## config.mk

```make
export PLATFORM = sky130hd
export DESIGN_NAME = tick_timekeeper
export DESIGN_NICKNAME = d
export VERILOG_FILES = /design/src/rtl/tick_timekeeper.sv
export SDC_FILE = /design/constraint.sdc
export NUM_CORES = 1
export LEC_CHECK = 0
export ABC_AREA = 1
export CORE_MARGIN = 5
export CORE_UTILIZATION = 40
export CTS_CLUSTER_SIZE = 40
export DETAILED_ROUTE_END_ITERATION = 8
export GPL_ROUTABILITY_DRIVEN = 0
export PLACE_DENSITY = 0.61
export SKIP_CTS_REPAIR_TIMING = 1
export SLEW_MARGIN = 20
export SYNTH_ARGS = -nofsm -noshare
export SYNTH_HDL_FRONTEND = slang
export SYNTH_SLANG_ARGS = --single-unit
```

## constraint.sdc

```tcl
create_clock -name clk -period 2.5 [get_ports clk]
set_clock_uncertainty 0.05 [all_clocks]
set_input_delay 0.25 -clock clk [delete_from_list [all_inputs] [get_ports clk]]
set_output_delay 0.25 -clock clk [all_outputs]
set_load 0.05 [all_outputs]
```

## src/rtl/tick_timekeeper.sv

```systemverilog
// Alarm clock: BCD time-of-day driven by 1/100 s ticks, alarm FSM with snooze and ring timeout.
// Latency: all outputs registered, one edge after the qualifying input; no backpressure (pulse/level inputs).
module tick_timekeeper #(
  parameter int SNOOZE_MIN = 5,
  parameter int RING_SEC   = 60
) (
  input  logic       clk,
  input  logic       rst,
  input  logic       hundrethSec,
  input  logic       set_en,
  input  logic [7:0] set_hr,
  input  logic [7:0] set_min,
  input  logic       alarm_wr,
  input  logic [7:0] alarm_hr,
  input  logic [7:0] alarm_min,
  input  logic       alarm_arm,
  input  logic       snooze,
  input  logic       alarm_off,
  output logic [7:0] hr,
  output logic [7:0] min,
  output logic [7:0] sec,
  output logic [7:0] hsec,
  output logic       ringing,
  output logic [1:0] state
);

  typedef enum logic [1:0] {
    S_IDLE    = 2'd0,
    S_ARMED   = 2'd1,
    S_RINGING = 2'd2,
    S_SNOOZE  = 2'd3
  } state_t;

  localparam logic [15:0] SNZ_LOAD  = 16'(SNOOZE_MIN * 60);
  localparam logic [15:0] RING_LOAD = 16'(RING_SEC);

  function automatic logic [7:0] bcd_inc(input logic [7:0] v);
    if (v[3:0] == 4'd9) return {v[7:4] + 4'd1, 4'd0};
    else                return {v[7:4], v[3:0] + 4'd1};
  endfunction

  function automatic logic hm_ok(input logic [7:0] h, input logic [7:0] m);
    return (h[3:0] <= 4'd9) && (h[7:4] <= 4'd9) && (m[3:0] <= 4'd9) &&
           (m[7:4] <= 4'd9) && (h <= 8'h23) && (m <= 8'h59);
  endfunction

  logic [7:0]  r_hr, r_min, r_sec, r_hsec;
  logic [7:0]  r_alm_hr, r_alm_min;
  state_t      r_state;
  logic [15:0] r_ring_cnt, r_snz_cnt;
  logic        r_ringing;

  logic [7:0]  w_nxt_hr, w_nxt_min, w_nxt_sec, w_nxt_hsec;
  logic        w_hsec_wrap, w_sec_wrap, w_min_wrap;
  logic        w_sec_carry, w_set_load, w_alm_load, w_match;
  state_t      w_state_nxt;
  logic [15:0] w_ring_nxt, w_snz_nxt;

  // Whole carry chain resolves in one cycle so 23:59:59.99 wraps straight to midnight.
  always_comb begin
    w_hsec_wrap = (r_hsec == 8'h99);
    w_sec_wrap  = w_hsec_wrap && (r_sec == 8'h59);
    w_min_wrap  = w_sec_wrap && (r_min == 8'h59);
    w_nxt_hsec  = w_hsec_wrap ? 8'h00 : bcd_inc(r_hsec);
    w_nxt_sec   = r_sec;
    w_nxt_min   = r_min;
    w_nxt_hr    = r_hr;
    if (w_hsec_wrap) w_nxt_sec = (r_sec == 8'h59) ? 8'h00 : bcd_inc(r_sec);
    if (w_sec_wrap)  w_nxt_min = (r_min == 8'h59) ? 8'h00 : bcd_inc(r_min);
    if (w_min_wrap)  w_nxt_hr  = (r_hr  == 8'h23) ? 8'h00 : bcd_inc(r_hr);
  end

  assign w_sec_carry = hundrethSec && w_hsec_wrap;
  assign w_set_load  = set_en && hm_ok(set_hr, set_min);
  assign w_alm_load  = alarm_wr && hm_ok(alarm_hr, alarm_min);
  // A valid time load wins over the tick, so it can never be the source of a match.
  assign w_match     = hundrethSec && !w_set_load &&
                       (w_nxt_hr == r_alm_hr) && (w_nxt_min == r_alm_min) &&
                       (w_nxt_sec == 8'h00) && (w_nxt_hsec == 8'h00);

  always_ff @(posedge clk) begin
    if (rst) begin
      r_hr <= 8'h00; r_min <= 8'h00; r_sec <= 8'h00; r_hsec <= 8'h00;
    end else if (w_set_load) begin
      r_hr <= set_hr; r_min <= set_min; r_sec <= 8'h00; r_hsec <= 8'h00;
    end else if (hundrethSec) begin
      r_hr <= w_nxt_hr; r_min <= w_nxt_min; r_sec <= w_nxt_sec; r_hsec <= w_nxt_hsec;
    end
  end

  always_ff @(posedge clk) begin
    if (rst) begin
      r_alm_hr  <= 8'h00;
      r_alm_min <= 8'h00;
    end else if (w_alm_load) begin
      r_alm_hr  <= alarm_hr;
      r_alm_min <= alarm_min;
    end
  end

  always_comb begin
    w_state_nxt = r_state;
    w_ring_nxt  = r_ring_cnt;
    w_snz_nxt   = r_snz_cnt;
    if (!alarm_arm) begin
      w_state_nxt = S_IDLE;
    end else begin
      unique case (r_state)
        S_IDLE: w_state_nxt = S_ARMED;
        S_ARMED: begin
          if (w_match) begin
            w_state_nxt = S_RINGING;
            w_ring_nxt  = RING_LOAD;
          end
        end
        S_RINGING: begin
          if (alarm_off) begin
            w_state_nxt = S_ARMED;
          end else if (snooze) begin
            w_state_nxt = S_SNOOZE;
            w_snz_nxt   = SNZ_LOAD;
          end else if (w_sec_carry) begin
            w_ring_nxt = (r_ring_cnt <= 16'd1) ? 16'd0 : r_ring_cnt - 16'd1;
            if (r_ring_cnt <= 16'd1) w_state_nxt = S_ARMED;
          end
        end
        S_SNOOZE: begin
          if (alarm_off) begin
            w_state_nxt = S_ARMED;
          end else if (w_sec_carry) begin
            w_snz_nxt = (r_snz_cnt <= 16'd1) ? 16'd0 : r_snz_cnt - 16'd1;
            if (r_snz_cnt <= 16'd1) begin
              w_state_nxt = S_RINGING;
              w_ring_nxt  = RING_LOAD;
            end
          end
        end
        default: w_state_nxt = S_IDLE;
      endcase
    end
  end

  always_ff @(posedge clk) begin
    if (rst) begin
      r_state    <= S_IDLE;
      r_ring_cnt <= 16'd0;
      r_snz_cnt  <= 16'd0;
      r_ringing  <= 1'b0;
    end else begin
      r_state    <= w_state_nxt;
      r_ring_cnt <= w_ring_nxt;
      r_snz_cnt  <= w_snz_nxt;
      r_ringing  <= (w_state_nxt == S_RINGING);
    end
  end

  assign hr      = r_hr;
  assign min     = r_min;
  assign sec     = r_sec;
  assign hsec    = r_hsec;
  assign ringing = r_ringing;
  assign state   = r_state;

endmodule

```

==> impl_metrics.csv <==
group,metric,value,unit
clocking,cts_sinks,83,
layout,fin_nets,1059,
grt,grt_pass1_wl,24400,um
timing,timing.setup.tns,-392,ps
route,num_vias,5874,
logic_synthesis,seq_area_frac_synth,30.5,%
floorplanning,die_h,127,um
layout,finalNonFillerCells,1180,
clocking,path_clk_slew,60,ps
logic_synthesis,netlist_top_cells_area,"dfxtp_1, nand2_1, nor2_1, nand3_1, inv_1",
setup_path,path_max_fanout,8,
logic_synthesis,synth-seq-cells,83,
floorplanning,rows,42,
grt,globalRouteOverflowTotal,0,
outcome,status,"finished with violations",
placement,dpl.cell_count,1147,
logic_synthesis,netlist_area,5440,um2
timing,max_freq,0.392,GHz
floorplanning,die_width,127,um
setup_path,worstPathRequired,2750,ps
route,post_drt_wl_per_cell,13.2,um
grt,grt_pass1_vias,5125,
route,drc,0,
timing,setup_slack,-48.6,ps
timing,finalSetupViolations,17,
grt,antenna_found_initial,0,
logic_synthesis,avgSynthCellArea,6.45,um2
clocking,root_buffer,"clkbuf_16",
timing,drv_slew,0,
power_and_ir_drop,power_density,450,nW/um2
route,drt_iter0_drc,395,
layout,layout_common_cells,"nand2_1, nor2_1, inv_1",
setup_path,end_kind,"flip-flop",
min_path,hp-class,"reg2reg",
power_and_ir_drop,ir_drop,0.307,mV
layout,fin_util,57.8,%
setup_path,cpMaxStageDelayCell,"dfxtp_2",
placement,dpl_worst_slack,-267,ps
floorplanning,initial_core_util,40.9,%
layout,n_fill_cell,1307,
timing,slew_headroom,58.7,%
placement,dpl.hpwl,11200,um
floorplanning,coreArea,13300,um2
placement,io_buffer_count,74,
layout,layout-drive-gt1-share,20.3,%
logic_synthesis,synthesis.nets,904,
grt,grt_max_degree,34,
placement,place_area,6900,um2
grt,grt_usage,18.4,%
layout,syn2layout_area_growth,41.2,%
timing,rsz0062_at_grt,"true",
setup_path,cpPeakStageDelay,320,ps
floorplanning,dieArea,16000,um2
logic_synthesis,synthArstFlopShare,0,%
timing,fin_crit,2550,ps
route,vias_per_cell,4.98,
setup_path,crit_arrival,2800,ps
logic_synthesis,ys.flop_type,"dfxtp_1",
route,ant_nets,0,
flow_run,timing.max_cap.violations,0,
floorplanning,io_pins,75,
clocking,cts_buffers,9,
power_and_ir_drop,p_leak,3.43,nW
logic_synthesis,synth_cell_types,45,
clocking,htree_levels,3,
setup_path,cp_cell_sequence,"inv_2 -> ha_4 -> nand2_4 -> nor2_4 -> nand2_4 -> nor2_4 -> nand3_2 -> nand3_2 -> nand2_2 -> nor2_1 -> nand2_1 -> nor2_2 -> nand3_2 -> o21bai_4 -> buf_12 -> nand2_4 -> nand2_1 -> nand2_1 -> nor2_1",
logic_synthesis,synth_top_area_share,30.5,%
timing,fin_crit_sh,102,%
clocking,cts_tree,"done",
route,routed_wl,15600,um
clocking,insertion_delay,360,ps
logic_synthesis,synth-edff-count,0,
layout,antenna_cells,0,
logic_synthesis,ys_warn_count,0,
logic_synthesis,yosysTopAreaCell,"dfxtp_1",
layout,stdcell_area,7690,um2
setup_path,path_delay_family,"simple AND/OR/NAND/NOR gates",
setup_path,cp_num_buf_inv,2,
clocking,cts.path.max_buffers,2,
timing,worst_pin_slew,618,ps
layout,final_common_cell,"nand2_1",
outcome,violations,"setup timing",
logic_synthesis,syn_inst,844,
setup_path,worstSetupStartpointType,"flip-flop",
timing,hold_violations,0,
route,dr.pass1.iters,5,
setup_path,worstSetupPathType,"reg2reg",
==> worst register-to-register path, delay by kind of cell (launching register included) <==
kind	cells	cell delay [ps]
AOI/OAI and AO/OA	1	260
and+or+nand+nor	15	1470
DFF	1	320
adders and majority gates	1	160
buffers and inverters	2	230
==> final cells by class <==
class,instances,area (um2),share of cell area (%)
multi-input combinational,644,3590,46.7
sequential,83,1700,22.1
timing repair buffer,164,1480,19.3
inverter,97,367,4.77
clock buffer,10,239,3.11
tap,176,220,2.87
clock inverter,6,86.3,1.12
==> synthesized netlist by cell type, types with 2 or more instances <==
cell type / number
nand3b_1: 7
a21oi_1: 52
nand4_1: 9
or2_2: 7
nor2_1: 131
nand2_2: 4
nor4_1: 3
nor2_2: 3
o21ai_1: 4
nand3_4: 2
buf_2: 3
ha_1: 20
o22ai_1: 4
a211oi_1: 8
xor2_1: 23
o21ai_0: 39
o21a_1: 4
nor3_1: 9
a31oi_1: 8
inv_2: 5
a221oi_1: 7
xnor2_1: 6
nor2_4: 3
nand3_1: 81
buf_6: 4
clkbuf_1: 13
inv_1: 92
nand2_1: 194
dfxtp_1: 83
==> registers in the layout, indices dropped and copies added (netlist names) <==
| register | flops |
|---|---|
| r_snz_cnt | 16 |
| hr | 8 |
| r_ring_cnt | 16 |
| state | 2 |
| r_alm_min | 8 |
| hsec | 8 |
| ringing | 1 |
| sec | 8 |
| min | 8 |
| r_alm_hr | 8 |
==> layer usage <==
| layer | vias to the layer above | wire (um) | track usage, % |
|---|---|---|---|
| li1 | 3075 | - | - |
| met2 | 147 | 6770 | 27.0 |
| met5 | - | 0 | 0 |
| met3 | 22 | 899 | 3.24 |
| met1 | 2630 | 7510 | 26.3 |
| met4 | 0 | 434 | 8.20 |
==> report_power, final <==
part / internal (mW) / switching [mW] / leakage, nW / total, mW
combinational: 0.254 / 0.322 / 2.58 / 0.576
sequential: 1.35 / 0.0324 / 0.683 / 1.38
clock: 0.904 / 0.598 / 0.163 / 1.50
==> worst paths after layout <==
check / startpoint / end / slack [ps] / cells after the start
setup / recovery: hsec[1] / r_ring_cnt[10] / -50 / 19
setup reg to reg: hsec[1] / r_ring_cnt[10] / -50 / 19
hold / removal: r_snz_cnt[15] / r_snz_cnt[15] / 400 / 1
hold reg to reg: r_snz_cnt[15] / r_snz_cnt[15] / 400 / 1
==> metrics by stage <==
| step | power [mW] | hold slack, ps |
|---|---|---|
| after floorplan | 1.73 | 325 |
| after global placement | 1.94 | 397 |
| after detailed placement | 1.94 | 396 |
| after CTS | 3.45 | 405 |
| after global routing | 3.60 | 435 |
| final | 3.46 | 404 |
==> kinds of logic after synthesis <==
| group | share of synthesized area (%) |
|---|---|
| and+or+nand+nor | 36.9 |
| DFF | 30.5 |
| AOI/OAI and AO/OA | 14.3 |
| buffers and inverters | 8.99 |
| adders and majority gates | 4.60 |
| xor gates and xnor gates | 4.67 |
Power figures use the tool's default switching activity.
